File: src/rtl/ramb4_s4_reader_if.sv
// Command, RAMB4_S4 read port and nibble stream of the burst reader.
// master = reader side, slave = environment (command source, RAM, stream sink).
interface ramb4_s4_reader_if #(
  parameter int AW = 10,
  parameter int DW = 4
);
  logic          START;
  logic [AW-1:0] START_ADDR;
  logic [AW:0]   LEN;
  logic          BUSY;
  logic          DONE;
  logic [AW-1:0] RAM_ADDR;
  logic          RAM_EN;
  logic          RAM_WE;
  logic          RAM_RST;
  logic [DW-1:0] RAM_DO;
  logic [DW-1:0] M_DATA;
  logic          M_VALID;
  logic          M_READY;
  logic          M_LAST;

  modport master (
    input  START, START_ADDR, LEN, RAM_DO, M_READY,
    output BUSY, DONE, RAM_ADDR, RAM_EN, RAM_WE, RAM_RST, M_DATA, M_VALID, M_LAST
  );

  modport slave (
    output START, START_ADDR, LEN, RAM_DO, M_READY,
    input  BUSY, DONE, RAM_ADDR, RAM_EN, RAM_WE, RAM_RST, M_DATA, M_VALID, M_LAST
  );
endinterface

File: src/rtl/ramb4_s4_reader.sv
// Streams LEN nibbles from a RAMB4_S4 starting at START_ADDR; first data 2 cycles after START.
// Backpressure via M_READY; reads are throttled so FIFO entries plus the in-flight read never exceed 2.
module ramb4_s4_reader #(
  parameter int AW = 10,
  parameter int DW = 4
) (
  input  logic             CLK,
  input  logic             RST,
  ramb4_s4_reader_if.master bus
);
  localparam logic [AW:0] MAX_LEN = (AW+1)'(1) << AW;

  typedef enum logic [1:0] {IDLE, RUN, DRAIN} state_t;

  state_t        state;
  logic [AW:0]   remaining;
  logic [AW-1:0] addr;
  logic          in_flight;
  logic          in_flight_last;
  logic          done;
  logic [DW-1:0] fifo_dat [2];
  logic [1:0]    fifo_last;
  logic          rd_ptr;
  logic          wr_ptr;
  logic [1:0]    occ;

  logic          m_valid;
  logic          pop;
  logic          ram_en;
  logic [2:0]    pending;
  logic [AW:0]   len_clamped;

  assign len_clamped = (bus.LEN > MAX_LEN) ? MAX_LEN : bus.LEN;
  assign m_valid     = (occ != 2'd0);
  assign pop         = m_valid & bus.M_READY;
  // Slots committed after this edge: buffered + returning read - the one leaving now.
  assign pending     = {1'b0, occ} + {2'b0, in_flight} - {2'b0, pop};
  assign ram_en      = (state == RUN) && (remaining != '0) && (pending < 3'd2);

  always_ff @(posedge CLK or negedge RST) begin
    if (!RST) begin
      state          <= IDLE;
      remaining      <= '0;
      addr           <= '0;
      in_flight      <= 1'b0;
      in_flight_last <= 1'b0;
      done           <= 1'b0;
      fifo_dat[0]    <= '0;
      fifo_dat[1]    <= '0;
      fifo_last      <= '0;
      rd_ptr         <= 1'b0;
      wr_ptr         <= 1'b0;
      occ            <= '0;
    end else begin
      done           <= 1'b0;
      in_flight      <= ram_en;
      in_flight_last <= (remaining == (AW+1)'(1));

      if (ram_en) begin
        remaining <= remaining - (AW+1)'(1);
        addr      <= addr + AW'(1);
      end

      if (in_flight) begin
        fifo_dat[wr_ptr]  <= bus.RAM_DO;
        fifo_last[wr_ptr] <= in_flight_last;
        wr_ptr            <= ~wr_ptr;
      end
      if (pop) begin
        rd_ptr <= ~rd_ptr;
      end
      occ <= occ + {1'b0, in_flight} - {1'b0, pop};

      case (state)
        IDLE: begin
          if (bus.START) begin
            if (len_clamped == '0) begin
              done <= 1'b1;
            end else begin
              state     <= RUN;
              remaining <= len_clamped;
              addr      <= bus.START_ADDR;
            end
          end
        end
        RUN: begin
          if (ram_en && remaining == (AW+1)'(1)) begin
            state <= DRAIN;
          end
        end
        DRAIN: begin
          if (pop && fifo_last[rd_ptr]) begin
            state <= IDLE;
            done  <= 1'b1;
          end
        end
        default: state <= IDLE;
      endcase
    end
  end

  assign bus.BUSY     = (state != IDLE);
  assign bus.DONE     = done;
  assign bus.RAM_ADDR = addr;
  assign bus.RAM_EN   = ram_en;
  assign bus.RAM_WE   = 1'b0;
  assign bus.RAM_RST  = 1'b0;
  assign bus.M_VALID  = m_valid;
  assign bus.M_DATA   = fifo_dat[rd_ptr];
  assign bus.M_LAST   = m_valid & fifo_last[rd_ptr];
endmodule

File: src/flat_wrapper.sv
// flat-port wrapper written by rule: the top's interface ports become plain ports
module ramb4_s4_reader_flat 
#(
  parameter int AW = 10,
  parameter int DW = 4
)
  (CLK, RST, bus_START, bus_START_ADDR, bus_LEN, bus_RAM_DO, bus_M_READY, bus_BUSY, bus_DONE, bus_RAM_ADDR, bus_RAM_EN, bus_RAM_WE, bus_RAM_RST, bus_M_DATA, bus_M_VALID, bus_M_LAST);
  ramb4_s4_reader_if #(.AW(AW), .DW(DW)) bus_i ();
  input  logic CLK;
  input  logic RST;
  input wire logic [$bits(bus_i.START)-1:0] bus_START;
  input wire logic [$bits(bus_i.START_ADDR)-1:0] bus_START_ADDR;
  input wire logic [$bits(bus_i.LEN)-1:0] bus_LEN;
  input wire logic [$bits(bus_i.RAM_DO)-1:0] bus_RAM_DO;
  input wire logic [$bits(bus_i.M_READY)-1:0] bus_M_READY;
  output wire logic [$bits(bus_i.BUSY)-1:0] bus_BUSY;
  output wire logic [$bits(bus_i.DONE)-1:0] bus_DONE;
  output wire logic [$bits(bus_i.RAM_ADDR)-1:0] bus_RAM_ADDR;
  output wire logic [$bits(bus_i.RAM_EN)-1:0] bus_RAM_EN;
  output wire logic [$bits(bus_i.RAM_WE)-1:0] bus_RAM_WE;
  output wire logic [$bits(bus_i.RAM_RST)-1:0] bus_RAM_RST;
  output wire logic [$bits(bus_i.M_DATA)-1:0] bus_M_DATA;
  output wire logic [$bits(bus_i.M_VALID)-1:0] bus_M_VALID;
  output wire logic [$bits(bus_i.M_LAST)-1:0] bus_M_LAST;
  assign bus_i.START = bus_START;
  assign bus_i.START_ADDR = bus_START_ADDR;
  assign bus_i.LEN = bus_LEN;
  assign bus_i.RAM_DO = bus_RAM_DO;
  assign bus_i.M_READY = bus_M_READY;
  assign bus_BUSY = bus_i.BUSY;
  assign bus_DONE = bus_i.DONE;
  assign bus_RAM_ADDR = bus_i.RAM_ADDR;
  assign bus_RAM_EN = bus_i.RAM_EN;
  assign bus_RAM_WE = bus_i.RAM_WE;
  assign bus_RAM_RST = bus_i.RAM_RST;
  assign bus_M_DATA = bus_i.M_DATA;
  assign bus_M_VALID = bus_i.M_VALID;
  assign bus_M_LAST = bus_i.M_LAST;
  ramb4_s4_reader #(.AW(AW), .DW(DW)) u_core (.CLK(CLK), .RST(RST), .bus(bus_i));
endmodule
File: config.mk
export PLATFORM = sky130hd
export DESIGN_NAME = ramb4_s4_reader_flat
export DESIGN_NICKNAME = d
export VERILOG_FILES = /design/src/rtl/ramb4_s4_reader_if.sv /design/src/rtl/ramb4_s4_reader.sv /design/src/flat_wrapper.sv
export SDC_FILE = /design/constraint.sdc
export NUM_CORES = 1
export LEC_CHECK = 0
export CAP_MARGIN = 15
export CELL_PAD_IN_SITES_DETAIL_PLACEMENT = 1
export CELL_PAD_IN_SITES_GLOBAL_PLACEMENT = 1
export CORE_UTILIZATION = 39
export DETAILED_ROUTE_END_ITERATION = 12
export HOLD_SLACK_MARGIN = 0.12
export PLACE_DENSITY = 0.9
export SYNTH_ARGS = -nofsm -noshare
export SYNTH_HDL_FRONTEND = slang
export SYNTH_SLANG_ARGS = --single-unit
File: constraint.sdc
create_clock -name CLK -period 4 [get_ports CLK]
set_input_delay 0.8 -clock CLK [delete_from_list [all_inputs] [get_ports CLK]]
set_output_delay 0.8 -clock CLK [all_outputs]
set_load 0.05 [all_outputs]
==> impl_metrics.env <==
export IMPL_synth_sequential_area_ratio=0.4442
export IMPL_floorplan_core_area_mm2=0.005540
export IMPL_drt_first_iter_violations=120
export IMPL_detail_route_vias_per_cell=5.299
export IMPL_number_of_antenna_violations_at_the_first_check_in_global_routing=0
export IMPL_hold_path_class="flip-flop to flip-flop"
export IMPL_fmax_ghz=0.2545
export IMPL_clk_insertion_delay_late_ns=0.30
export IMPL_synth_top_cells_by_area="dfrtp_1 44%, mux2_2 7.0%, a21oi_2 4.3%"
export IMPL_layer_with_the_highest_usage="met2"
export IMPL_core_rowCount=27
export IMPL_asyncSetResetFlopFracSynth=1.000
export IMPL_tritoncts_num_sinks=40
export IMPL_syn_area_mm2=0.002253
export IMPL_start_kind="input pin"
export IMPL_final_nets=300
export IMPL_final_design_area_no_fill_mm2=0.002968
export IMPL_die_width_um=78.02
export IMPL_worst_endpoint_required_ns=3.20
export IMPL_postSynthRegisterBits=40
export IMPL_globalplace_congestion=0.8316
export IMPL_count_of_flip_flops_with_a_built_in_enable_after_synthesis=0
export IMPL_cts_hold_buffers=0
export IMPL_yosysUniqueCellTypes=43
export IMPL_ys_flop_type="dfrtp_1"
export IMPL_final_layout_size_suffix_gt1_frac=0.2105
export IMPL_endpoint_kind="output pin"
export IMPL_remaining_drc_errors=0
export IMPL_synth_area_per_cell_um2=10.68
export IMPL_numPlacedInstances=327
export IMPL_critPathTopFamily="adder cells"
export IMPL_irDropWorstVdd_uv=361.9
export IMPL_max_cap_violations=0
export IMPL_place_area_mm2=0.002766
export IMPL_cts_tree="yes"
export IMPL_cp_buffers_inverters=5
export IMPL_layout_min_cycle_time_ns=3.929
export IMPL_critPathArrivalTime_ns=3.13
export IMPL_grtUsageTotal=0.1997
export IMPL_most_frequent_cells_in_the_layout="45 x clkdlybuf4s50_1, 40 x dfrtp_1, 21 x nor2_1"
export IMPL_clock_tree_htree_level_count=2
export IMPL_dieArea_mm2=0.006086
export IMPL_layout_cells_most_common="clkdlybuf4s50_1"
export IMPL_grt_first_pass_wirelength_mm=9.280
export IMPL_timing_final_hold_violations=0
export IMPL_numPortBuffers=47
export IMPL_yosys_warnings=0
export IMPL_finClkSkew_ns=0.005526
export IMPL_vias_in_the_first_global_route=1943
export IMPL_global_route_usage_met1=0.2336
export IMPL_routedWlPerCell_um=16.91
export IMPL_final_max_slew_viol_count=0
export IMPL_met2_usage=0.3469
export IMPL_clk_root_buffer_cell="clkbuf_8"
export IMPL_maximum_number_of_pins_on_one_net_before_global_route_repair=41
export IMPL_hpwlAfterDp_mm=3.820
export IMPL_antennaDiodeCount=0
export IMPL_tightestPinTransition_ns=0.8862
export IMPL_maxSlewHeadroom=0.4092
export IMPL_detailroute_via_count=1791
export IMPL_critical_path_max_fanout=3
export IMPL_final_setup_violating_endpoints=0
export IMPL_yosys_area_top_type="dfrtp_1"
export IMPL_timing_critical_path_slowest_stage_cell="fa_1"
export IMPL_stdcell_count=338
export IMPL_power_density_cell_area_mw_per_mm2=990.5
export IMPL_post_synth_top_area_fraction=0.4442
export IMPL_leakage_component_of_the_power_nw=1.237
export IMPL_postSynthCellCount=211
export IMPL_outcome="finished clean"
export IMPL_final_antenna_net_count=0
export IMPL_cts_root_to_sink_buffers=2
export IMPL_final_wl_mm=5.714
export IMPL_syn2layout_area_growth_pct=31.70
export IMPL_start_util=0.4067
export IMPL_drt_pass1_iter_count=4
export IMPL_cts_buffers_inserted=5
export IMPL_path_cells="clkdlybuf4s50_1 > nand2_2 > inv_1 > ha_4 > inv_1 > ha_1 > fa_1 > nor3b_2 > and2_4 > nand2_2 > inv_2 > buf_12"
export IMPL_chipHeight_um=78.02
export IMPL_min_period_over_period=0.9823
export IMPL_grt_ovf=0
export IMPL_grtUsageMet3=0.03721
export IMPL_criticalPathCategory="input pin to output pin"
export IMPL_cp_slowest_stage_delay_ns=0.51
export IMPL_clk_transition_reported_paths_ns=0.08
export IMPL_pin_count=50
==> area by class of cell <==
type	instances	area, µm²
sequential	40	1001
fill	618	2572
multi-input combinational	151	1141
clock buffer	5	68.82
tap	72	90.09
inverter	13	48.80
clock inverter	3	90.09
timing repair buffer	54	528.0
==> per-stage QoR <==
step	setup WS [ns]	hold slack, ns	TNS (ns)	utilization	total power (W)
3_3_place_gp	0.1379	0.4731	0	0.4993	0.002278
3_5_place_dp	0.03278	0.4936	0	0.4993	0.002340
6_report	0.07086	0.5127	0	0.5357	0.002940
5_1_grt	-0.04596	0.5297	-0.04596	0.5357	0.003101
4_1_cts	0.01197	0.5153	0	0.5294	0.002862
2_1_floorplan	0.2871	0.4521	0	-	0.001855
==> path summary, 6_finish.rpt <==
check | endpoint | start | slack [ns] | depth (start not counted)
worst max-delay path | bus_RAM_EN | bus_M_READY | 0.07 | 12
worst min-delay path | u_core.fifo_dat[6]$_DFFE_PN0P_ | u_core.fifo_dat[6]$_DFFE_PN0P_ | 0.51 | 1
worst max register to register | u_core.remaining[10]$_DFF_PN0_ | u_core.occ[1]$_DFF_PN0_ | 0.51 | 15
worst min register to register | u_core.fifo_dat[6]$_DFFE_PN0P_ | u_core.fifo_dat[6]$_DFFE_PN0P_ | 0.51 | 1
max in group asynchronous | u_core.remaining[2]$_DFF_PN0_ | RST | 2.83 | 1
min in group asynchronous | u_core.fifo_dat[2]$_DFFE_PN0P_ | RST | 0.62 | 1
==> per-layer routing <==
metal / part of all wire / routed length [µm]
met5: 0 / 0
met4: 0.032 / 181
met3: 0.035 / 201
met2: 0.52 / 2961
met1: 0.41 / 2369
==> kinds of logic after synthesis <==
| kind of cell | share of synthesized area |
|---|---|
| and+or+nand+nor | 0.1843 |
| DFF | 0.4442 |
| AOI/OAI and AO/OA | 0.1249 |
| buffers and inverters | 0.05996 |
| xor gates and xnor gates | 0.07385 |
| muxes | 0.07440 |
| adders and majority gates | 0.03665 |
| other | 0.001664 |
==> power by group <==
group,internal (W),leakage (nW),switching (W)
sequential,0.000589,0.481,0.000185
combinational,0.000748,0.677,0.000958
clock,0.000312,0.0784,0.000148
total,0.00165,1.24,0.00129
==> repair_timing <==
action                                  CTS  global route
gates resized for setup                   0             5
pin swaps                                 1             4
hold endpoints to repair                  0             0
setup buffers                             1             2
endpoints found under the setup margin    1             1
==> state kept, by name, indices dropped and copies added, names as in the netlist <==
| signal | count |
|---|---|
| u_core.remaining | 11 |
| u_core.bus.RAM_ADDR | 10 |
| u_core.fifo_dat | 8 |
| u_core.fifo_last | 2 |
| u_core.occ | 2 |
| u_core.state | 2 |
| u_core.bus.DONE | 1 |
| u_core.in_flight | 1 |
| u_core.in_flight_last | 1 |
| u_core.rd_ptr | 1 |
| u_core.wr_ptr | 1 |
==> synth_stat cells (2+ instances only) <==
master / number
mux2_2: 14
nor4_2: 2
buf_12: 2
buf_4: 2
or4_1: 2
a22o_1: 4
nor3_1: 5
nand4_1: 4
nor2_1: 21
and3_1: 5
inv_1: 13
nand2_1: 14
o21ai_0: 4
nor2_2: 3
nor4_1: 2
a31oi_4: 3
a21oi_2: 11
a21oi_1: 5
nor4b_1: 2
ha_1: 5
dfrtp_1: 40
xnor2_1: 11
or3_1: 3
nand3_1: 7
xor2_1: 8
buf_6: 2
Note: power is estimated with default switching activity, not from simulation.
